$ cat config.mk
export PLATFORM = sky130hd
export DESIGN_NAME = pipe_ctrl_flat
export DESIGN_NICKNAME = d
export VERILOG_FILES = /design/src/rtl/pipe_ctrl_pkg.sv /design/src/rtl/pipe_ctrl_if.sv /design/src/rtl/pipe_ctrl_stall_watchdog.sv /design/src/rtl/pipe_ctrl.sv /design/src/flat_wrapper.sv
export SDC_FILE = /design/constraint.sdc
export NUM_CORES = 1
export LEC_CHECK = 0
export CAP_MARGIN = 20
export CORE_ASPECT_RATIO = 0.7
export CORE_MARGIN = 2
export CORE_UTILIZATION = 50
export CTS_BUF_LIST = sky130_fd_sc_hd__clkbuf_4 sky130_fd_sc_hd__clkbuf_8
export CTS_CLUSTER_SIZE = 10
export DETAILED_ROUTE_END_ITERATION = 10
export DONT_BUFFER_PORTS = 1
export PLACE_DENSITY = 0.73
export SLEW_MARGIN = 20
export SYNTH_ARGS = -nofsm -noshare
export SYNTH_HDL_FRONTEND = slang
export SYNTH_HIERARCHICAL = 1
export SYNTH_SLANG_ARGS = --single-unit
$ cat constraint.sdc
create_clock -name clk -period 2.1 [get_ports clk]
set_input_delay 0.315 -clock clk [delete_from_list [all_inputs] [get_ports clk]]
set_output_delay 0.315 -clock clk [all_outputs]
set_load 0.02 [all_outputs]
$ cat src/rtl/pipe_ctrl_pkg.sv
// Shared pipeline-control definitions: stall patterns, exception codes,
// Stop/Flush levels, FSM state type and the stall-priority encoder.
package pipe_ctrl_pkg;

  // Stall vector bit order: 0=pc 1=if 2=id 3=ex 4=mem 5=wb
  localparam logic [5:0] STALL_NONE = 6'b000000;
  localparam logic [5:0] STALL_IF   = 6'b000011;
  localparam logic [5:0] STALL_ID   = 6'b000111;
  localparam logic [5:0] STALL_EX   = 6'b001111;
  localparam logic [5:0] STALL_MEM  = 6'b011111;

  localparam logic STOP     = 1'b1;
  localparam logic NO_STOP  = 1'b0;
  localparam logic FLUSH    = 1'b1;
  localparam logic NO_FLUSH = 1'b0;

  localparam logic [31:0] EXC_NONE    = 32'h0;
  localparam logic [31:0] EXC_INT     = 32'h1;
  localparam logic [31:0] EXC_SYSCALL = 32'h8;
  localparam logic [31:0] EXC_INST    = 32'hA;
  localparam logic [31:0] EXC_OV      = 32'hC;
  localparam logic [31:0] EXC_TRAP    = 32'hD;
  localparam logic [31:0] EXC_ERET    = 32'hE;

  // Perf counter indices, matching perf_sel
  localparam int PERF_IF  = 0;
  localparam int PERF_ID  = 1;
  localparam int PERF_EX  = 2;
  localparam int PERF_MEM = 3;

  typedef enum logic [1:0] {
    ST_RUN  = 2'd0,
    ST_PEND = 2'd1,
    ST_HOLD = 2'd2
  } state_t;

  // Deepest requester wins: a stalled stage freezes everything upstream.
  function automatic logic [5:0] stall_pattern(input logic req_if, input logic req_id,
                                               input logic req_ex, input logic req_mem);
    if (req_mem)     return STALL_MEM;
    else if (req_ex) return STALL_EX;
    else if (req_id) return STALL_ID;
    else if (req_if) return STALL_IF;
    else             return STALL_NONE;
  endfunction

endpackage

$ cat src/rtl/pipe_ctrl_if.sv
// Pipeline-control bus: stall requests and exception info in from the
// pipeline, stall/flush/redirect and perf readout back out.
interface pipe_ctrl_if;
  logic        stallreq_if;
  logic        stallreq_id;
  logic        stallreq_ex;
  logic        stallreq_mem;
  logic [31:0] excepttype;
  logic [31:0] cp0_epc;
  logic [5:0]  stall;
  logic        flush;
  logic [31:0] new_pc;
  logic        stall_timeout;
  logic [1:0]  perf_sel;
  logic [31:0] perf_cnt;

  // Pipeline side: raises requests, consumes controls
  modport master (
    output stallreq_if, stallreq_id, stallreq_ex, stallreq_mem,
    output excepttype, cp0_epc, perf_sel,
    input  stall, flush, new_pc, stall_timeout, perf_cnt
  );

  // Controller side
  modport slave (
    input  stallreq_if, stallreq_id, stallreq_ex, stallreq_mem,
    input  excepttype, cp0_epc, perf_sel,
    output stall, flush, new_pc, stall_timeout, perf_cnt
  );
endinterface

$ cat src/rtl/pipe_ctrl_stall_watchdog.sv
// Stall watchdog: counts consecutive stalled cycles (saturating at
// STALL_LIMIT) and raises a sticky timeout once the limit is reached.
module stall_watchdog #(
  parameter int STALL_LIMIT = 1024
) (
  input  logic clk,
  input  logic rst,
  input  logic stalled,
  output logic timeout
);
  localparam int W = $clog2(STALL_LIMIT + 1);
  localparam logic [W-1:0] LIMIT   = W'(STALL_LIMIT);
  localparam logic [W-1:0] LIMIT_M = W'(STALL_LIMIT - 1);

  logic [W-1:0] scnt;
  logic         flag;

  // Count run length of stalls; flag is set on the edge where scnt
  // reaches the limit so it is visible the following cycle, and holds.
  always_ff @(posedge clk) begin
    if (rst) begin
      scnt <= '0;
      flag <= 1'b0;
    end else begin
      if (!stalled)          scnt <= '0;
      else if (scnt != LIMIT) scnt <= scnt + 1'b1;
      if (stalled && scnt >= LIMIT_M) flag <= 1'b1;
    end
  end

  assign timeout = flag;
endmodule

$ cat src/rtl/pipe_ctrl.sv
// Central pipeline controller: stall merge, exception/ERET flush
// sequencing with bus-stall deferral (PEND) and post-flush hold-off
// (HOLD), stall watchdog. Optional stall perf counters are built when
// PIPE_CTRL_PERF_EN is defined; otherwise perf_cnt reads 0.
module pipe_ctrl
  import pipe_ctrl_pkg::*;
#(
  parameter logic [31:0] EXC_VECTOR  = 32'h0000_0020,
  parameter int          FLUSH_HOLD  = 2,
  parameter int          STALL_LIMIT = 1024
) (
  input  logic         clk,
  input  logic         rst,
  pipe_ctrl_if.slave   bus
);

  state_t      state;
  logic [3:0]  hold_cnt;
  logic [31:0] exc_q;
  logic [31:0] epc_q;

  logic [5:0]  req_stall;
  logic [5:0]  stall_w;
  logic        flush_w;
  logic [31:0] new_pc_w;
  logic        go_pend;
  logic        timeout;

  assign req_stall = stall_pattern(bus.stallreq_if, bus.stallreq_id,
                                   bus.stallreq_ex, bus.stallreq_mem);

  // Output decode from state and live inputs; a flush always clears stall.
  always_comb begin
    stall_w  = req_stall;
    flush_w  = NO_FLUSH;
    new_pc_w = 32'h0;
    go_pend  = 1'b0;
    case (state)
      ST_RUN: begin
        if (bus.excepttype != EXC_NONE) begin
          if (bus.stallreq_mem) begin
            stall_w = STALL_MEM;
            go_pend = 1'b1;
          end else begin
            stall_w  = STALL_NONE;
            flush_w  = FLUSH;
            new_pc_w = (bus.excepttype == EXC_ERET) ? bus.cp0_epc : EXC_VECTOR;
          end
        end
      end
      ST_PEND: begin
        if (bus.stallreq_mem) begin
          stall_w = STALL_MEM;
        end else begin
          stall_w  = STALL_NONE;
          flush_w  = FLUSH;
          new_pc_w = (exc_q == EXC_ERET) ? epc_q : EXC_VECTOR;
        end
      end
      default: ;
    endcase
    if (rst) begin
      stall_w  = STALL_NONE;
      flush_w  = NO_FLUSH;
      new_pc_w = 32'h0;
      go_pend  = 1'b0;
    end
  end

  // Exception sequencer: defer under data-bus stall, then hold off new
  // exceptions for FLUSH_HOLD cycles after each flush.
  always_ff @(posedge clk) begin
    if (rst) begin
      state    <= ST_RUN;
      hold_cnt <= 4'd0;
      exc_q    <= 32'h0;
      epc_q    <= 32'h0;
    end else begin
      case (state)
        ST_RUN: begin
          if (go_pend) begin
            state <= ST_PEND;
            exc_q <= bus.excepttype;
            epc_q <= bus.cp0_epc;
          end else if (flush_w) begin
            state    <= (FLUSH_HOLD == 0) ? ST_RUN : ST_HOLD;
            hold_cnt <= 4'(FLUSH_HOLD - 1);
          end
        end
        ST_PEND: begin
          if (flush_w) begin
            state    <= (FLUSH_HOLD == 0) ? ST_RUN : ST_HOLD;
            hold_cnt <= 4'(FLUSH_HOLD - 1);
            exc_q    <= 32'h0;
            epc_q    <= 32'h0;
          end
        end
        ST_HOLD: begin
          if (hold_cnt == 4'd0) state <= ST_RUN;
          else                  hold_cnt <= hold_cnt - 4'd1;
        end
        default: state <= ST_RUN;
      endcase
    end
  end

  stall_watchdog #(.STALL_LIMIT(STALL_LIMIT)) u_watchdog (
    .clk     (clk),
    .rst     (rst),
    .stalled (stall_w != STALL_NONE),
    .timeout (timeout)
  );

`ifdef PIPE_CTRL_PERF_EN
  logic [3:0]       win;
  logic [3:0][31:0] perf_q;

  assign win[PERF_MEM] = bus.stallreq_mem;
  assign win[PERF_EX]  = bus.stallreq_ex & ~bus.stallreq_mem;
  assign win[PERF_ID]  = bus.stallreq_id & ~bus.stallreq_ex & ~bus.stallreq_mem;
  assign win[PERF_IF]  = bus.stallreq_if & ~bus.stallreq_id & ~bus.stallreq_ex
                         & ~bus.stallreq_mem;

  // Per-source stall cycle counters; flush cycles are not counted.
  always_ff @(posedge clk) begin
    if (rst) begin
      perf_q <= '0;
    end else if (!flush_w) begin
      for (int i = 0; i < 4; i++)
        if (win[i]) perf_q[i] <= perf_q[i] + 32'd1;
    end
  end

  assign bus.perf_cnt = rst ? 32'h0 : perf_q[bus.perf_sel];
`else
  logic [1:0] unused_perf_sel;
  assign unused_perf_sel = bus.perf_sel;
  assign bus.perf_cnt    = 32'h0;
`endif

  assign bus.stall         = stall_w;
  assign bus.flush         = flush_w;
  assign bus.new_pc        = new_pc_w;
  assign bus.stall_timeout = rst ? 1'b0 : timeout;

endmodule
$ cat src/flat_wrapper.sv
// flat-port wrapper written by rule: the top's interface ports become plain ports
module pipe_ctrl_flat import pipe_ctrl_pkg::*;
#(
  parameter logic [31:0] EXC_VECTOR  = 32'h0000_0020,
  parameter int          FLUSH_HOLD  = 2,
  parameter int          STALL_LIMIT = 1024
)
  (clk, rst, bus_stallreq_if, bus_stallreq_id, bus_stallreq_ex, bus_stallreq_mem, bus_excepttype, bus_cp0_epc, bus_perf_sel, bus_stall, bus_flush, bus_new_pc, bus_stall_timeout, bus_perf_cnt);
  pipe_ctrl_if bus_i ();
  input  logic clk;
  input  logic rst;
  input wire logic [$bits(bus_i.stallreq_if)-1:0] bus_stallreq_if;
  input wire logic [$bits(bus_i.stallreq_id)-1:0] bus_stallreq_id;
  input wire logic [$bits(bus_i.stallreq_ex)-1:0] bus_stallreq_ex;
  input wire logic [$bits(bus_i.stallreq_mem)-1:0] bus_stallreq_mem;
  input wire logic [$bits(bus_i.excepttype)-1:0] bus_excepttype;
  input wire logic [$bits(bus_i.cp0_epc)-1:0] bus_cp0_epc;
  input wire logic [$bits(bus_i.perf_sel)-1:0] bus_perf_sel;
  output wire logic [$bits(bus_i.stall)-1:0] bus_stall;
  output wire logic [$bits(bus_i.flush)-1:0] bus_flush;
  output wire logic [$bits(bus_i.new_pc)-1:0] bus_new_pc;
  output wire logic [$bits(bus_i.stall_timeout)-1:0] bus_stall_timeout;
  output wire logic [$bits(bus_i.perf_cnt)-1:0] bus_perf_cnt;
  assign bus_i.stallreq_if = bus_stallreq_if;
  assign bus_i.stallreq_id = bus_stallreq_id;
  assign bus_i.stallreq_ex = bus_stallreq_ex;
  assign bus_i.stallreq_mem = bus_stallreq_mem;
  assign bus_i.excepttype = bus_excepttype;
  assign bus_i.cp0_epc = bus_cp0_epc;
  assign bus_i.perf_sel = bus_perf_sel;
  assign bus_stall = bus_i.stall;
  assign bus_flush = bus_i.flush;
  assign bus_new_pc = bus_i.new_pc;
  assign bus_stall_timeout = bus_i.stall_timeout;
  assign bus_perf_cnt = bus_i.perf_cnt;
  pipe_ctrl #(.EXC_VECTOR(EXC_VECTOR), .FLUSH_HOLD(FLUSH_HOLD), .STALL_LIMIT(STALL_LIMIT)) u_core (.clk(clk), .rst(rst), .bus(bus_i));
endmodule
# --- Yosys cells after proc, flatten, opt, wreduce, memory -nomap -nowiden ---
# Index checks and enable logic that the tools add are counted.
word_totals:
  regBits: 82
  in_bits: 72
  output_inout_bits: 72
  word_cells: 67
op_classes:
  n_addsub: 2
  n_lt_le_gt_ge: 1
  eq_ne: 10
  muxes: 37
  n_bitwise: 1
  reduce_logical: 10
ops:
  columns: ["op", "count"]
  rows:
  - ["two-way mux 32 bit", 9]
  - ["case mux 32 bit (2 select lines)", 3]
  - ["== test 32 x 4 -> 1 bit, second input constant", 2]
  - ["nonzero test 32 bit", 1]
  - ["two-way mux 6 bit", 5]
  - ["two-way mux 4 bit", 3]
  - ["case mux 4 bit (3 select lines)", 1]
  - ["case mux 6 bit (2 select lines)", 1]
  - ["adder 11 x 1 -> 11 bit, second input constant", 1]
  - ["greater-or-equal comparator 11 x 10 -> 1 bit, second input constant", 1]
  - ["!= test 11 bit, second input constant", 1]
  - ["two-way mux 1 bit", 8]
  - ["two-way mux 2 bit", 4]
  - ["!= test 2 bit, second input constant", 3]
  - ["case mux 2 bit (3 select lines)", 1]
  - ["AND reduction 3 bit", 2]
  - ["nonzero test 6 bit", 1]
  - ["two-way mux 5 bit", 1]
  - ["logical NOT 4 bit", 1]
  - ["!= test 2 x 1 -> 1 bit, second input constant", 2]
  - ["subtractor 4 x 1 -> 4 bit, second input constant", 1]
  - ["nonzero test 3 bit", 1]
  - ["== test 2 x 1 -> 1 bit, second input constant", 1]
  - ["== test 2 bit, second input constant", 1]
  - ["other kinds (6)", 6]

# --- Longest topological paths before layout ---
# Gate-level depths: netlist of run 1.
depth:
  word_depth: 10
  depth_mapped: 9
  ltp_nobuf: 7

# --- By module ---
# Netlist of run 1, hierarchy kept.
modules_own_cells:
  columns: ["mod", "n_inst", "cells_each", "area_per_inst_um2", "seq_area_each_um2"]
  rows:
  - ["pipe_ctrl", 1, 603, 4735.8, 1401.3]
  - ["stall_watchdog", 1, 69, 611.8, 240.2]

# --- Worst setup path before layout of run 1 ---
# No wires, ideal clock.
synth_timing:
  path_kind: "input to output"
  startpoint: "input port rst"
  endpoint: "output port bus_new_pc[0]"
  t_arrival_ns: 1.870
  required_time_ns: 1.785
  path_slack_ns: -0.085
  stages: 6
  n_path_buf: 2
  path_cell_list: "buf_6 > or3_4 > or4_4 > nor3_4 > buf_6 > a22o_1"
synth_via:
  elab_chain_cells: 1
synth_lines:
  columns: ["element", "line", "text"]
  rows:
  - ["from (decl)", "flat_wrapper.sv:11", "input logic rst;"]
  - ["two-way mux 32 bit", "pipe_ctrl.sv:62", "if (rst) begin"]
  - ["to (decl)", "flat_wrapper.sv:21", "output wire logic [$bits(bus_i.new_pc)-1:0] bus_new_pc;"]
# No other way between the ends.

# --- Worst setup path after layout of run 1 ---
layout_timing:
  startpoint: "register u_core.state[1]"
  endpoint: "output port bus_new_pc[8]"
layout_via:
  elab_chain_cells: 3
  elab_cells_between_ends: 4
  classes_between: "eq/ne (1); mux (2); reduce/logical (1)"
layout_lines:
  columns: ["element", "line", "text"]
  rows:
  - ["from (decl)", "pipe_ctrl.sv:17", "state_t state;"]
  - ["from (signal assigned)", "pipe_ctrl.sv:86", "state <= (FLUSH_HOLD == 0) ? ST_RUN : ST_HOLD;"]
  - ["from (signal assigned)", "pipe_ctrl.sv:92", "state <= (FLUSH_HOLD == 0) ? ST_RUN : ST_HOLD;"]
  - ["== test 2 x 1 -> 1 bit / logical NOT 2 bit (equally long branches)", "pipe_ctrl.sv:38", "case (state)"]
  - ["case mux 32 bit (2 select lines) *", "pipe_ctrl.sv:38", null]
  - ["two-way mux 32 bit *", "pipe_ctrl.sv:62", null]
# Every way passes the cells marked *; elsewhere a longest branch is shown, timed or not.

==> flow_metrics.py, run 1 <==
metrics = {
    "grt": {
        "overflow": 0,
        "antenna_found_initial": 0,
        "groute.usage.overall_pct": 27.1,
        "grt_pass1_vias": 5053,
        "grt_pass1_wl_mm": 25.8,
        "grt_max_degree": 76,
    },
    "synthesis": {
        "yosys-top-cells-area": "dfxtp_1 31%, nor3b_1 9.1%, o211ai_1 8.6%",
        "synth-seq-cells": 82,
        "synth_async_sr_flop_share_pct": 0,
        "synth_ff_type": "dfxtp_1",
        "synth_edf_count": 0,
        "yosysWarnings": 6,
        "syn_inst": 672,
        "yosysUniqueCellTypes": 54,
        "synth_top_area_cell": "dfxtp_1",
        "netlist.area_leader.share_pct": 30.7,
        "yosysSeqAreaShare_pct": 30.7,
        "synth_area_per_cell_sq_um": 7.96,
        "synth_area_sq_mm": 0.00535,
    },
    "layout": {
        "layout_common_cells": "78 x dfxtp_1, 66 x nand4_1, 64 x nor3b_1, 61 x o211ai_1, 42 x nand2_1",
        "final_core_util_pct": 60.1,
        "fin_nets": 731,
        "regArea_sq_mm": 0.00165,
        "mostFrequentLayoutCell": "dfxtp_1",
        "fillers": 894,
        "multiInputGateArea_sq_mm": 0.00359,
        "drive_above_1_share_pct": 19.8,
        "diodes": 0,
        "syn_to_final_growth_pct": 16.9,
    },
    "outcome": {
        "violations": "negative setup slack",
        "run_status": "finished, violations left",
    },
    "power": {
        "power_frac_seq_pct": 45.8,
        "p_sw_share_pct": 27.1,
        "internal-power_w": 0.00285,
        "ir_worst_vdd_v": 0.000382,
        "clkPwrFrac_pct": 39.0,
        "power.switching_w": 0.00106,
        "combPwrFrac_pct": 15.1,
        "power.density_mw_per_mm2": 624,
        "leakage_nw": 2.34,
        "design_power_total_w": 0.00390,
    },
    "placement": {
        "dp_hpwl_mm": 10.3,
        "io_buffers": 0,
        "gp_congestion": 0.827,
        "dp_slack_ns": -0.103,
    },
    "critical_path": {
        "crit_required_ns": 1.78,
        "rrSetupSlack_ns": 0.18,
        "cp-end-kind": "output pin",
        "cp.arrival_ns": 2.14,
        "path_max_fanout": 14,
        "r2r_cells": 6,
        "startpoint_type": "register",
        "crit_type": "register to output pin",
    },
    "clocking": {
        "clock_latency_ns": 0.36,
        "htree_num_levels": 3,
        "clock_path_buffers": 2,
        "clkSinkCount": 82,
        "cts-root-buf": "clkbuf_8",
        "tritoncts": "built",
        "cts_buffers": 9,
        "clk_transition_reported_paths_ns": 0.09,
    },
    "routing": {
        "antenna_left": 0,
        "drt-initial-drc-count": 460,
        "post_drt_via_cell_ratio": 6.75,
        "routedWlPerCell_um": 20.1,
        "vias": 5351,
        "drt_pass1_iterations": 5,
        "wirelength_mm": 16.0,
        "remaining_drc_errors": 0,
    },
    "timing": {
        "skew_ns": 0.00706,
        "relSlewSlack_pct": 59.9,
        "fin_ws_ns": -0.360,
        "tns_ns": -10.80,
        "hold_viol_final": 0,
        "holdWs_ns": 0.0459,
        "worst_pin_slew_ns": 0.600,
        "fin_crit_sh_pct": 117,
        "fmax_mhz": 407,
        "slew_violations": 0,
        "period_minus_slack_ns": 2.46,
        "grt_setup_unrepaired": "true",
        "setup_violations": 32,
    },
    "floorplanning": {
        "die-area_sq_mm": 0.0116,
        "die_x_um": 128,
        "rows": 31,
        "coreArea_sq_mm": 0.0104,
        "ios": 144,
        "die_h_um": 90.5,
        "start_util_pct": 51.4,
    },
    "hold_path": {
        "hold_class": "input pin to register",
        "min_path_cells": 1,
    },
    "job": {
        "cap_violations": 0,
    },
}
[power by group through the flow]
stage | clock network (W) | registers (W) | logic, W
after floorplan | 0 | 0.00178 | 0.000496
after global placement | 0 | 0.00180 | 0.000521
after detailed placement | 0 | 0.00180 | 0.000546
after CTS | 0.00155 | 0.00178 | 0.000563
after global routing | 0.00162 | 0.00180 | 0.000649
final | 0.00152 | 0.00179 | 0.000591
[registers in the layout, summed over array words and instances (netlist names)]
signal and flops:
u_core/hold_cnt 4, u_core/epc_q 32, u_core/u_watchdog/scnt 11, u_core/exc_q 32, u_core/u_watchdog/timeout 1, u_core/state 2
[worst paths after layout]
kind | start | end
setup / recovery | u_core/state[1] | bus_new_pc[8]
hold reg to reg | u_core/hold_cnt[0] | u_core/hold_cnt[0]
hold / removal | rst | u_core/state[1]
setup reg to reg | u_core/state[0] | u_core/epc_q[29]
[cell type report]
class                           count  area share (%)
Multi-Input combinational cell    482            57.4
Sequential cell                    82            26.3
Inverter                           35            2.10
Clock inverter                      7            2.26
Timing Repair Buffer               46            7.28
Tap cell                          132            2.64
Clock buffer                        9            1.98
[synth_stat cells, types with 3 or more instances]
cell	instances
dfxtp_1	82
nand4_1	66
nor3b_1	65
o211ai_1	61
clkbuf_1	55
nand2_1	42
nand3_1	37
inv_1	35
buf_4	34
a22oi_1	32
a22o_1	31
nor2_1	16
nor4_1	15
buf_2	8
a21oi_1	7
a31oi_1	6
nor3_1	6
or4_1	6
o31ai_1	5
buf_1	4
buf_6	4
xnor2_1	4
and2_1	3
ha_1	3
nand2b_1	3
nor2b_1	3
o21ai_0	3
or3_1	3
[kinds of logic after synthesis]
| kind of cell | share of synthesized area, % |
|---|---|
| muxes | 0.374 |
| DFF | 30.7 |
| and+or+nand+nor | 32.1 |
| AOI/OAI and AO/OA | 22.3 |
| buffers and inverters | 13.0 |
| adders and majority gates | 0.702 |
| other | 0.0701 |
| xor gates and xnor gates | 0.819 |
[metrics by stage]
| step | std cells | cell area [sq um] |
|---|---|---|
| after detailed placement | 770 | 5750 |
| after CTS | 789 | 6100 |
| after global placement | 770 | 5750 |
| after global routing | 793 | 6250 |
| final | 793 | 6250 |
| after floorplan | 704 | 5740 |
[routing by layer]
metal | part of all wire [%] | global-route usage [%] | vias up
met5 | 0 | 0 | -
met4 | 1.6 | 7.78 | 0
met3 | 8.5 | 7.64 | 23
met2 | 47 | 42.2 | 262
met1 | 43 | 36.8 | 2616
li1 | - | - | 2450
[worst max-delay path: stages, from the launching register on]
cell     delay (ns)
dfxtp_1        0.32
or3_4          0.38
or4_4          0.43
nor3_4         0.17
buf_12         0.15
buf_12         0.15
a22o_4         0.18
[timing repair]
item	in CTS	in global routing
hold buffers	0	0
setup buffers	3	4
endpoints found under the hold margin	0	0
setup endpoints to repair	32	37
pin swaps	7	9
resized for setup	11	23
Power figures use the tool's default switching activity.
==> inputs of run 2 (changes only) <==
--- a/config.mk
+++ b/config.mk
@@ -13,7 +13,8 @@
 export CTS_CLUSTER_SIZE = 10
 export DETAILED_ROUTE_END_ITERATION = 10
 export DONT_BUFFER_PORTS = 1
-export PLACE_DENSITY = 0.73
+export PLACE_DENSITY = 0.68
+export SKIP_CTS_REPAIR_TIMING = 1
 export SLEW_MARGIN = 20
 export SYNTH_ARGS = -nofsm -noshare
 export SYNTH_HDL_FRONTEND = slang
==> run 2 against run 1 <==
The run still ends with negative setup slack left. Die area stayed put. Via count hardly changed. Setup slack worse by 0.10 ns. Fmax is 4.0% lower. First-iteration DRC count is 3.5% higher. Total power is 9.3% lower. Final area is 1.3% lower. Sequential power hardly changed. Combinational power hardly changed. Final cell count is 0.50% higher. Hold slack better by 0.0067 ns. Critical path type unchanged.
==> flow_metrics.py, run 2 (synthesis results as in run 1) <==
metrics = {
    "placement": {
        "dpl_cell_area_sq_mm": 0.00578,
        "io_buffers": 0,
        "dp.cells": 779,
        "dp_hpwl_mm": 10.4,
        "dp_slack_ns": -0.130,
        "gp_congestion": 0.850,
    },
    "layout": {
        "fin_nets": 736,
        "largestRegisters": "u_core/epc_q: 32 flops, u_core/exc_q: 32 flops, u_core/u_watchdog/scnt: 11 flops",
        "fin_area_sq_mm": 0.00617,
        "fillers": 916,
        "syn_to_final_growth_pct": 15.3,
        "layoutNonFillerInstCount": 797,
        "layout_common_cells": "80 x dfxtp_1, 66 x nand4_1, 64 x nor3b_1, 61 x o211ai_1, 42 x nand2_1",
        "diodes": 0,
        "drive_above_1_share_pct": 20.0,
        "mostFrequentLayoutCell": "dfxtp_1",
    },
    "outcome": {
        "run_status": "finished, violations left",
        "violations": "negative setup slack",
    },
    "power": {
        "clkPwrFrac_pct": 33.1,
        "power.switching_w": 0.00101,
        "ir_worst_vdd_v": 0.000281,
        "power.density_mw_per_mm2": 574,
        "combPwrFrac_pct": 16.7,
        "internal-power_w": 0.00253,
        "power_frac_seq_pct": 50.2,
        "leakage_nw": 2.33,
        "p_sw_share_pct": 28.4,
    },
    "clocking": {
        "cts-root-buf": "clkbuf_8",
        "htree_num_levels": 3,
        "cts_buffers": 9,
        "clkSinkCount": 82,
        "clk_transition_reported_paths_ns": 0.08,
        "tritoncts": "built",
        "clock_latency_ns": 0.36,
        "clock_path_buffers": 2,
    },
    "grt": {
        "groute.usage.overall_pct": 26.7,
        "busiest_layer": "met2",
        "antenna_found_initial": 0,
        "grt_pass1_vias": 4951,
        "grt_max_degree": 76,
        "overflow": 0,
        "met2_usage_pct": 41.4,
        "grtUsageMet3_pct": 6.69,
        "globalRouteMet1Util_pct": 37.0,
        "grt_pass1_wl_mm": 25.5,
    },
    "floorplanning": {
        "coreArea_sq_mm": 0.0104,
        "ios": 144,
        "die-area_sq_mm": 0.0116,
        "rows": 31,
        "die_x_um": 128,
        "die_h_um": 90.5,
        "start_util_pct": 51.4,
    },
    "critical_path": {
        "rrSetupSlack_ns": 0.17,
        "crit_type": "register to output pin",
        "cp-end-kind": "output pin",
        "crit_required_ns": 1.78,
        "cp.arrival_ns": 2.25,
        "r2r_cells": 6,
        "startpoint_type": "register",
        "path_max_fanout": 8,
    },
    "timing": {
        "worst_pin_slew_ns": 0.590,
        "fin_ws_ns": -0.463,
        "skew_ns": 0.0115,
        "slew_violations": 0,
        "tns_ns": -14.11,
        "fin_crit_sh_pct": 122,
        "fmax_mhz": 390,
        "grt_setup_unrepaired": "true",
        "hold_viol_final": 0,
        "period_minus_slack_ns": 2.56,
        "holdWs_ns": 0.0527,
        "relSlewSlack_pct": 60.6,
        "setup_violations": 31,
    },
    "routing": {
        "antenna_left": 0,
        "drt_pass1_iterations": 5,
        "post_drt_via_cell_ratio": 6.72,
        "routedWlPerCell_um": 20.2,
        "wirelength_mm": 16.1,
        "remaining_drc_errors": 0,
        "drt-initial-drc-count": 476,
        "vias": 5354,
    },
    "hold_path": {
        "min_path_cells": 1,
        "hold_class": "input pin to register",
    },
    "job": {
        "cap_violations": 0,
    },
}
-- run 2: metal layers --
layer	part of all wire (%)	wire (um)	up-vias
li1	-	-	2465
met2	46	7330	265
met3	8.9	1420	19
met4	1.1	184	0
met5	0	0	-
met1	44	7130	2605
-- run 2: area by class of cell --
cell class	instances	area [sq um]	share of cell area, %
clock buffers	12	153	2.47
well taps	132	165	2.68
clock inverters	3	40.0	0.649
multi-input cells	482	3550	57.5
flip-flops and latches	82	1640	26.7
inverters	35	131	2.13
repair buffers	51	485	7.87
-- run 2: critical path, stage by stage (launching register included) --
cell and delay (ns):
dfxtp_2 0.33, or3_4 0.38, or4_4 0.45, nor3_4 0.21, buf_6 0.18, buf_12 0.15
a22o_4 0.18
-- run 2: path summary, 6_finish.rpt --
check	from	endpoint
hold / removal	rst	u_core/u_watchdog/timeout
hold reg to reg	u_core/hold_cnt[0]	u_core/hold_cnt[0]
setup reg to reg	u_core/state[0]	u_core/epc_q[13]
setup / recovery	u_core/state[1]	bus_new_pc[29]
-- run 2: through the flow --
step | power [W] | utilization, %
detailed placement | 0.00237 | 55.6
CTS | 0.00352 | 57.5
global placement | 0.00234 | 55.6
finish | 0.00354 | 59.3
global route | 0.00368 | 59.3
floorplan | 0.00227 | -
-- run 2: power by group through the flow --
| stage | clock, W | combinational (W) | sequential, W |
|---|---|---|---|
| after floorplan | 0 | 0.000496 | 0.00178 |
| after global placement | 0 | 0.000539 | 0.00180 |
| after detailed placement | 0 | 0.000563 | 0.00180 |
| after CTS | 0.00118 | 0.000565 | 0.00177 |
| after global routing | 0.00125 | 0.000643 | 0.00179 |
| final | 0.00117 | 0.000591 | 0.00178 |
==> inputs of run 3 (changes only) <==
--- a/config.mk
+++ b/config.mk
@@ -6,7 +6,7 @@
 export NUM_CORES = 1
 export LEC_CHECK = 0
 export CAP_MARGIN = 20
-export CORE_ASPECT_RATIO = 0.7
+export CORE_ASPECT_RATIO = 1.25
 export CORE_MARGIN = 2
 export CORE_UTILIZATION = 50
 export CTS_BUF_LIST = sky130_fd_sc_hd__clkbuf_4 sky130_fd_sc_hd__clkbuf_8
==> run 3 against run 2 <==
The run still ends with negative setup slack left. Core utilization fell by 0.75 points. Critical path depth is 1 higher. Hold slack worse by 0.0070 ns. Clock-buffer cell count shrank 1. Final area is 0.16% lower. Global-route usage shrank 1.5 points. Clock power is 11% higher. Wire length is 5.8% lower. Die area is essentially flat. Combinational power decreased by 1%. Highest routed layer unchanged.
==> flow_metrics.py, run 3 (synthesis results as in run 1) <==
metrics = {
    "outcome": {
        "run_status": "finished, violations left",
        "violations": "negative setup slack",
    },
    "timing": {
        "hold_viol_final": 0,
        "slew_violations": 0,
        "fmax_mhz": 385,
        "skew_ns": 0.00850,
        "worst_pin_slew_ns": 0.566,
        "period_minus_slack_ns": 2.60,
        "fin_crit_sh_pct": 124,
        "grt_setup_unrepaired": "true",
        "setup_violations": 32,
        "relSlewSlack_pct": 62.2,
        "fin_ws_ns": -0.495,
    },
    "grt": {
        "groute.usage.overall_pct": 25.3,
        "grt_pass1_vias": 4913,
        "grt_pass1_wl_mm": 23.4,
        "grt_max_degree": 76,
        "antenna_found_initial": 0,
        "overflow": 0,
    },
    "critical_path": {
        "crit_required_ns": 1.78,
        "cp-end-kind": "output pin",
        "startpoint_type": "register",
        "crit_type": "register to output pin",
        "path_max_fanout": 8,
        "cp.arrival_ns": 2.28,
    },
    "power": {
        "power.switching_w": 0.00101,
        "internal-power_w": 0.00265,
        "ir_worst_vdd_v": 0.000336,
        "power.density_mw_per_mm2": 594,
        "p_sw_share_pct": 27.7,
        "leakage_nw": 2.33,
        "combPwrFrac_pct": 16.0,
        "design_power_total_w": 0.00366,
        "clkPwrFrac_pct": 35.5,
        "power_frac_seq_pct": 48.5,
    },
    "clocking": {
        "clk_transition_reported_paths_ns": 0.08,
        "clock_latency_ns": 0.36,
        "clock_path_buffers": 2,
        "clkSinkCount": 82,
        "cts_buffers": 9,
        "cts-root-buf": "clkbuf_8",
        "tritoncts": "built",
        "htree_num_levels": 3,
    },
    "placement": {
        "io_buffers": 0,
        "dp.cells": 775,
        "gp_congestion": 0.834,
        "dp_hpwl_mm": 9.87,
    },
    "floorplanning": {
        "ios": 144,
        "rows": 42,
        "start_util_pct": 50.9,
        "die_h_um": 120,
        "die_x_um": 96.5,
        "coreArea_sq_mm": 0.0105,
        "die-area_sq_mm": 0.0115,
    },
    "routing": {
        "vias": 5263,
        "antenna_left": 0,
        "routedWlPerCell_um": 18.9,
        "post_drt_via_cell_ratio": 6.58,
        "remaining_drc_errors": 0,
        "wirelength_mm": 15.1,
        "drt-initial-drc-count": 353,
        "drt_pass1_iterations": 5,
    },
    "layout": {
        "largestRegisters": "u_core/epc_q: 32 flops, u_core/exc_q: 32 flops, u_core/u_watchdog/scnt: 11 flops",
        "mostFrequentLayoutCell": "dfxtp_1",
        "fin_nets": 738,
        "layout_common_cells": "81 x dfxtp_1, 66 x nand4_1, 64 x nor3b_1, 61 x o211ai_1, 45 x buf_4",
        "layoutNonFillerInstCount": 800,
        "drive_above_1_share_pct": 19.5,
        "syn_to_final_growth_pct": 15.2,
        "diodes": 0,
        "final_core_util_pct": 58.6,
    },
    "hold_path": {
        "hold_class": "input pin to register",
    },
    "job": {
        "cap_violations": 0,
    },
}
run 3: changes by cell type in the layout (fill, tap and decap cells not counted), sizes merged:
cell,before,now
buf,50,52
clkbuf,13,12
bufinv,1,2
clkinvlp,0,1
run 3: layer usage:
metal	up-vias	wire, um	GRT usage [%]
li1	2477	-	-
met1	2530	6260	32.3
met2	227	7540	41.4
met3	29	1030	3.77
met4	0	309	11.7
met5	-	0	0
run 3: worst paths after layout:
kind / start / to / slack, ns / depth (start not counted)
max: u_core/exc_q[31] / bus_new_pc[29] / -0.50 / 7
min: rst / u_core/u_watchdog/timeout / 0.05 / 1
max reg2reg: u_core/state[0] / u_core/epc_q[31] / 0.19 / 6
min reg2reg: u_core/exc_q[3] / u_core/exc_q[3] / 0.51 / 2
run 3: area by class of cell:
class	instances	area, sq um
Clock buffer	11	145
Clock inverter	5	77.6
Fill cell	947	4350
Inverter	35	131
Multi-Input combinational cell	482	3530
Sequential cell	82	1640
Tap cell	132	165
Timing Repair Buffer	53	468
run 3: per-stage QoR:
stage	setup TNS (ns)	hold slack (ns)	setup WS, ns	cell area [sq um]
after floorplan	-0.548	0.411	-0.0183	5740
after global placement	-3.74	0.416	-0.141	5740
after detailed placement	-3.63	0.415	-0.164	5740
after CTS	-16.04	0.0158	-0.582	5960
after global routing	-17.17	0.0329	-0.583	6160
final	-14.06	0.0457	-0.495	6160
run 3: critical path, stage by stage (launching register included):
cell	delay (ns)
dfxtp_2	0.34
nor4_4	0.27
buf_4	0.15
nand4_1	0.22
nor4_4	0.44
buf_6	0.20
buf_12	0.14
a22o_4	0.15
run 3: power by group through the flow:
stage	Clock (W)	Sequential, W	Combinational (W)
after floorplan	0	0.00178	0.000496
after global placement	0	0.00180	0.000537
after detailed placement	0	0.00180	0.000558
after CTS	0.00133	0.00177	0.000560
after global routing	0.00138	0.00179	0.000641
final	0.00130	0.00177	0.000584
